**config.mk**
```make
export PLATFORM = sky130hd
export DESIGN_NAME = conv_window_buf
export DESIGN_NICKNAME = d
export VERILOG_FILES = /design/src/rtl/conv_window_buf.sv
export SDC_FILE = /design/constraint.sdc
export NUM_CORES = 1
export LEC_CHECK = 0
export ABC_AREA = 1
export CELL_PAD_IN_SITES_DETAIL_PLACEMENT = 1
export CELL_PAD_IN_SITES_GLOBAL_PLACEMENT = 1
export CORE_ASPECT_RATIO = 0.8
export CORE_MARGIN = 8
export CORE_UTILIZATION = 35
export DETAILED_ROUTE_END_ITERATION = 16
export PLACE_DENSITY = 0.59
export SYNTH_ARGS = -nofsm -noshare
export SYNTH_HDL_FRONTEND = slang
export SYNTH_SLANG_ARGS = --single-unit
```
**constraint.sdc**
```tcl
create_clock -name clk -period 27.9 [get_ports clk]
set_clock_uncertainty 0.15 [all_clocks]
set_input_delay 4.185 -clock clk [delete_from_list [all_inputs] [get_ports clk]]
set_output_delay 4.185 -clock clk [all_outputs]
set_load 0.1 [all_outputs]
```
**src/rtl/conv_window_buf.sv**
```systemverilog
// Sliding-window line buffer: turns a raster pixel stream into KSIZE x KSIZE
// windows (flattened, fixed element order) with position tags and frame_done.
module conv_window_buf #(
  parameter int WIDTH    = 28,
  parameter int HEIGHT   = 28,
  parameter int DATA_BIT = 8,
  parameter int KSIZE    = 5,
  parameter int STRIDE   = 1
) (
  input  logic                            clk,
  input  logic                            rst,
  input  logic                            in_valid,
  input  logic [DATA_BIT-1:0]             in_data,
  output logic                            out_valid,
  output logic [KSIZE*KSIZE*DATA_BIT-1:0] out_window,
  output logic [$clog2(HEIGHT)-1:0]       out_row,
  output logic [$clog2(WIDTH)-1:0]        out_col,
  output logic                            frame_done
);

  // Stream protocol: a pixel transfers on every rising edge with in_valid=1
  // (no ready, no backpressure); out_valid is a one-cycle pulse per window and
  // out_window/out_row/out_col hold their last values while it is low.

  localparam int ROW_W = $clog2(HEIGHT);
  localparam int COL_W = $clog2(WIDTH);
  localparam int PH_W  = (STRIDE > 1) ? $clog2(STRIDE) : 1;

  // Top-left corner of the last window in a frame (stride-aligned).
  localparam int LAST_R = ((HEIGHT - KSIZE) / STRIDE) * STRIDE;
  localparam int LAST_C = ((WIDTH - KSIZE) / STRIDE) * STRIDE;

  localparam logic [ROW_W-1:0] ROW_MAX  = ROW_W'(HEIGHT - 1);
  localparam logic [COL_W-1:0] COL_MAX  = COL_W'(WIDTH - 1);
  localparam logic [ROW_W-1:0] K_M1_R   = ROW_W'(KSIZE - 1);
  localparam logic [COL_W-1:0] K_M1_C   = COL_W'(KSIZE - 1);
  localparam logic [ROW_W-1:0] LAST_R_T = ROW_W'(LAST_R);
  localparam logic [COL_W-1:0] LAST_C_T = COL_W'(LAST_C);
  localparam logic [PH_W-1:0]  PH_MAX   = PH_W'(STRIDE - 1);

  logic [ROW_W-1:0] in_row;
  logic [COL_W-1:0] in_col;
  logic [PH_W-1:0]  row_ph;
  logic [PH_W-1:0]  col_ph;

  logic [DATA_BIT-1:0] line_mem [KSIZE-1][WIDTH];

  logic [KSIZE-2:0][DATA_BIT-1:0]             tap;
  logic [KSIZE-1:0][DATA_BIT-1:0]             col_vec;
  logic [KSIZE-1:0][KSIZE-1:0][DATA_BIT-1:0]  win;
  logic [KSIZE-1:0][KSIZE-1:0][DATA_BIT-1:0]  win_nx;

  logic             row_ready;
  logic             col_ready;
  logic             last_col;
  logic             last_row;
  logic             emit;
  logic             emit_last;
  logic [ROW_W-1:0] win_row;
  logic [COL_W-1:0] win_col;

  always_comb begin
    row_ready = (in_row >= K_M1_R);
    col_ready = (in_col >= K_M1_C);
    last_col  = (in_col == COL_MAX);
    last_row  = (in_row == ROW_MAX);
    win_row   = in_row - K_M1_R;
    win_col   = in_col - K_M1_C;
    emit      = in_valid && row_ready && col_ready &&
                (row_ph == '0) && (col_ph == '0);
    emit_last = emit && (win_row == LAST_R_T) && (win_col == LAST_C_T);
  end

  // Line buffers form a cascade: tap[k] is the pixel k+1 rows above the
  // incoming one at the same column, so window rows never need rotating.
  always_comb begin
    tap = '0;
    for (int k = 0; k < KSIZE - 1; k++) begin
      tap[k] = line_mem[k][in_col];
    end
  end

  always_ff @(posedge clk) begin
    if (in_valid) begin
      line_mem[0][in_col] <= in_data;
      for (int k = 1; k < KSIZE - 1; k++) begin
        line_mem[k][in_col] <= tap[k-1];
      end
    end
  end

  // Incoming column, top row first; the window shifts left by one column.
  always_comb begin
    col_vec = '0;
    col_vec[KSIZE-1] = in_data;
    for (int i = 0; i < KSIZE - 1; i++) begin
      col_vec[i] = tap[KSIZE-2-i];
    end
    win_nx = '0;
    for (int i = 0; i < KSIZE; i++) begin
      for (int j = 0; j < KSIZE - 1; j++) begin
        win_nx[i][j] = win[i][j+1];
      end
      win_nx[i][KSIZE-1] = col_vec[i];
    end
  end

  always_ff @(posedge clk or posedge rst) begin
    if (rst) begin
      in_row     <= '0;
      in_col     <= '0;
      row_ph     <= '0;
      col_ph     <= '0;
      win        <= '0;
      out_valid  <= 1'b0;
      frame_done <= 1'b0;
      out_window <= '0;
      out_row    <= '0;
      out_col    <= '0;
    end else begin
      out_valid  <= emit;
      frame_done <= emit_last;
      if (emit) begin
        out_window <= win_nx;
        out_row    <= win_row;
        out_col    <= win_col;
      end
      if (in_valid) begin
        win <= win_nx;
        if (last_col) begin
          in_col <= '0;
          col_ph <= '0;
          in_row <= last_row ? '0 : in_row + 1'b1;
          // Row phase only starts counting once full windows are possible.
          if (last_row) begin
            row_ph <= '0;
          end else if (row_ready) begin
            row_ph <= (row_ph == PH_MAX) ? '0 : row_ph + 1'b1;
          end
        end else begin
          in_col <= in_col + 1'b1;
          if (col_ready) begin
            col_ph <= (col_ph == PH_MAX) ? '0 : col_ph + 1'b1;
          end
        end
      end
    end
  end

endmodule
```
Word-level counts from Yosys, hierarchy flattened
Memory sizes are Yosys's and may differ from the RTL's.
Cells that the tools add are included.

word-level totals
  bits in registers = 384
  memories = 1
  input bits = 11
  output and inout bits = 212
  bits in latches = 0
  word-level logic and storage cells = 83
  memory bits (writable) = 896
  memory bits (read-only) = 0

memories
  name      depth  width  read ports  clocked after memory_dff  write ports  RTL line  source
  line_mem  4      224    4           0                         4            46        logic [DATA_BIT-1:0] line_mem [KSIZE-1][WIDTH];

operators by class
  magnitude comparators = 4
  $add $sub $neg = 6
  divide/modulo/power cells = 0
  multiplexer cells = 24
  multipliers = 0
  shift operators = 0
  reductions and logical operators = 12
  equal/unequal tests = 4
  bitwise operators = 3

operators with widths
  kind                                                               number
  two-way mux 224 bit                                                1
  binary-select mux 8 bit (select 5 bit)                             4
  two-way mux 8 bit                                                  9
  demux 8 bit (select 5 bit)                                         1
  equality test 5 bit, second input constant                         4
  adder 5 x 1 -> 5 bit, second input constant                        2
  greater-or-equal comparator 5 x 3 -> 1 bit, second input constant  2
  two-way mux 5 bit                                                  2
  subtractor 5 x 3 -> 5 bit, second input constant                   2
  logical AND 1 bit                                                  7
  two-way mux 1 bit                                                  7
  greater-or-equal comparator 6 bit, second input constant           1
  < comparator 6 x 1 -> 1 bit, second input constant                 1
  inverter 5 -> 6 bit                                                1
  AND reduction 2 bit                                                2
  nonzero test 2 bit                                                 2
  AND reduction 3 bit                                                1
  adder 1 bit, second input constant                                 2
  inverter 1 bit                                                     2

Depth between registers and ports, before layout
  depth in word-level cells = 7
  mapped depth = 14
  mapped depth without buffers = 10

Least setup slack after synthesis
No wires, ideal clock.

  kind = input port to flip-flop
  start point = in in_valid
  end point = mem line_mem[0][200] (netlist name), enable pin
  stages = 4
  data required time = 27329 ps
  data arrival time = 6204 ps
  buffers on the path = 2
  path slack = 21124 ps
  library setup time = 421 ps
  cells stage by stage = buf_2 -> clkbuf_1 -> nand2_1 -> nor2_1

RTL lines
  element             RTL line  source
  start: declaration  12        input logic in_valid,
  end: declaration    46

Final worst setup path
  start point = reg out_row[0]
  end point = out out_row[0]

RTL lines
  element                   RTL line  source
  start: declaration        16        output logic [$clog2(HEIGHT)-1:0] out_row,
  start signal: assignment  125       out_row <= win_row;

No word-level cell between the ends.

==> summary.md <==
| Metric | Value |
|---|---|
| TNS Setup | `0 ns` |
| Gate Count Post-Synth | `approximately 5300` |
| Simple-Gate Fraction of Synth Area | `approximately a fifth` |
| Root Driver | `clkbuf_16` |
| CTS tree | `done` |
| Ys flop type | `edfxtp_1` |
| Hold Violations, Final | `0` |
| H-tree depth | `4` |
| CTS clk-pin slew, worst paths | `0.06 ns` |
| Hold_sp | `win[138]` |
| P_leak | `27.2 nW` |
| Area grow syn2layout | `16.5%` |
| FFs w/ async S/R, synth | `29.9%` |
| Status | `complete, no violations` |
| Yosys top cell by area | `edfxtp_1` |
| Max_cap viols | `0` |
| Worst EP required | `around 24 ns` |
| Final Cell Area | `61600 um2` |
| # clock sinks | `1278` |
| Compound-Gate Fraction of Synth Area | `2.93%` |
| Routed wire length | `about 160000 um` |
| Reg2Reg Setup Slack | `22.85 ns` |
| Top-area cell type share of the netlist area | `between 50% and 60%` |
| Post-synthesis sequential area ratio | `69.0%` |
| Critical Path End Type | `output port` |
| Overall Global Routing Usage | `19.5%` |
| Crit path DAT | `2.45 ns` |
| Detail Placement HPWL | `92400 um` |
| First-pass GRT wire length | `245000 um` |
| Achievable Freq | `0.147 GHz` |
| Setup-failing EPs final | `0` |
| Slowest CP cell | `clkdlybuf4s50_1` |
| Min Tclk post-route | `6.78 ns` |
| DRC viols | `0` |
| Dpl cells | `7334` |
| CTS buffer count | `137` |
| Hold_buf cts | `0` |
| Fin nets | `5501` |
| Worst Setup SP | `out_row[0]` |
| TritonRoute pass-1 iters | `5` |
| Worst hold path type | `reg -> reg` |
| Layout cells sized above 1 | `under 10%` |
| Fin. max-slew vios | `0` |
| Post_cts resized | `0` |
| RR Startpoint | `in_col[0]` |
| Startpoint types | `flop` |
| Crit path max-delay family | `buffers and inverters` |
| EDFF count, synth | `896` |
| Drt via density | `4.79` |
| I/O Pins | `approximately 220` |
| Largest cells by area after synthesis | `edfxtp_1, dfrtp_1, nand2_1` |
| RePlAce Congestion | `0.747` |
| Pwr/cell area | `125 nW/um2` |
| Worst-path cell chain | `clkdlybuf4s50_1` |
| Synth Area per Inst | `roughly 10 um2` |
| Crit-path max cell delay | `1.28 ns` |
| Antenna violations before repair | `2` |
| Vias | `roughly 36000` |
| Total chip power | `about 0.0077 W` |
| Least-Margin Pin Slew | `between 1 and 1.5 ns` |
| Drt wl/cell | `21.2 um` |
| Final Util | `just over 40%` |
| Main combinational cell family by area after synthesis | `simple AND/OR/NAND/NOR gates` |
| Mux share of post-synthesis cell area | `0%` |
| Fin crit share | `24.3%` |
| Mapped Area | `52800 um2` |
| Starting Density | `between 30% and 40%` |
| Distinct cell type count after synthesis | `26` |
| Die X | `between 400 and 500 um` |
| RSZ-0062 raised after global routing | `no` |
| Layout Cells excl Fill | `7575` |
| Synthesized flop and latch total | `1278` |
| Max VDD drop | `0.0794 mV` |
| PortBufs | `222` |
| # Post-CTS Setup Buffers | `0` |
| Vias in the first global route | `37944` |
| Core Rows | `127` |
| Core area | `around 150000 um2` |
| Largest net degree at the start of global routing | `140` |
| Clk_lat worst skew | `0.77 ns` |
| Synth Area in Adders | `0.379%` |
| Full die area | `about 160000 um2` |
| Max clock buf depth | `3` |
| CP Class | `reg -> out` |
| Cell Area, Placed | `57400 um2` |
| 1st-iter DRT viols | `2586` |
| Buffers & Inverters on Critical Path | `1` |
| Antenna viol nets, final | `0` |
| Crit-path max FO | `2` |
| Total grt overflow | `0` |
| Die Y | `364 um` |
| Worst slew margin | `about a fifth` |
| XOR/XNOR Fraction of Synth Area | `0.0331%` |
| Post-Syn Nets | `between 5000 and 6000` |
| Synth Warn # | `0` |
| Fill count | `16731` |
[sequential cells by signal, indices dropped and copies added (netlist names)]
register	count
out_col	5
out_row	5
win	160
line_mem	896
frame_done	1
in_row	5
in_col	5
out_window	200
out_valid	1
[kinds of logic (layout without fill, tap and decap cells)]
family	after synthesis	after routing
XOR/XNOR	2	2
AO/OA/AOI/OAI	309	309
flip-flops	1278	1278
buffers and inverters	1108	1399
other	0	3
AND/OR/NAND/NOR	2569	2569
adder cells (fa/ha/maj)	16	16
[tightest hold or removal path: stages, from the launching register on]
cell and delay, ns:
dfrtp_1 0.34, nand2_1 0.05, o21ai_0 0.06
[cell usage in the layout (no fill, tap or decap), types with 2 or more instances in the layout]
| cell | instances |
|---|---|
| nand2_1 | 1996 |
| edfxtp_1 | 896 |
| inv_1 | 846 |
| nand3_1 | 455 |
| dfrtp_1 | 380 |
| o21ai_0 | 250 |
| clkdlybuf4s50_1 | 219 |
| clkbuf_16 | 141 |
| buf_4 | 82 |
| nor2_1 | 65 |
| clkbuf_1 | 37 |
| a21oi_1 | 36 |
| nor2_4 | 33 |
| clkinv_1 | 25 |
| o21ai_1 | 22 |
| clkinv_2 | 16 |
| ha_1 | 16 |
| nand2_2 | 9 |
| clkbuf_8 | 9 |
| bufinv_16 | 7 |
| inv_2 | 4 |
| nand4_1 | 4 |
| inv_6 | 4 |
| diode_2 | 3 |
| inv_8 | 3 |
| nor3_1 | 2 |
| dfrtp_4 | 2 |
| buf_2 | 2 |
| buf_12 | 2 |
[per-layer routing]
layer / track usage (%) / vias up / wire (um)
li1: - / 16988 / -
met1: 27.9 / 18557 / 77100
met2: 31.6 / 558 / 74800
met3: 3.16 / 190 / 6210
met4: 4.20 / 0 / 2800
met5: 0 / - / 0
[area by class of cell]
| class | count | area [um2] | area share (%) |
|---|---|---|---|
| clock buffers | 187 | 3790 | 6.16 |
| well taps | 1999 | 2500 | 4.06 |
| repair buffers | 306 | 2870 | 4.66 |
| clock inverters | 51 | 418 | 0.679 |
| flip-flops and latches | 1278 | 36500 | 59.2 |
| inverters | 855 | 3230 | 5.25 |
| multi-input cells | 2896 | 12300 | 20.0 |
| diodes | 3 | 7.51 | 0.0122 |
[worst paths after layout]
kind / cells after the start / to
max: 1 / out_row[0]
min: 2 / win[130]
max reg2reg: 10 / line_mem[3][127]
min reg2reg: 2 / win[130]
max in group asynchronous: 4 / win[193]
min in group asynchronous: 2 / out_window[133]
[power by group]
group	internal [W]	switching, W
clock network	0.00101	0.000751
registers	0.00271	0.000183
logic	0.000567	0.00245
[synthesized netlist by cell type (16+ instances only)]
master	number
nand2_1	2005
edfxtp_1	896
inv_1	848
nand3_1	455
dfrtp_1	382
o21ai_0	250
buf_2	153
nor2_1	98
clkbuf_1	75
a21oi_1	36
o21ai_1	22
buf_1	20
ha_1	16
[stage by stage]
step	hold slack, ns	worst slack (ns)
after floorplan	0.300	12.95
after global placement	0.309	20.38
after detailed placement	0.314	20.38
after CTS	0.332	21.08
after global routing	0.358	20.87
final	0.329	21.12
Note: power is estimated with default switching activity, not from simulation.
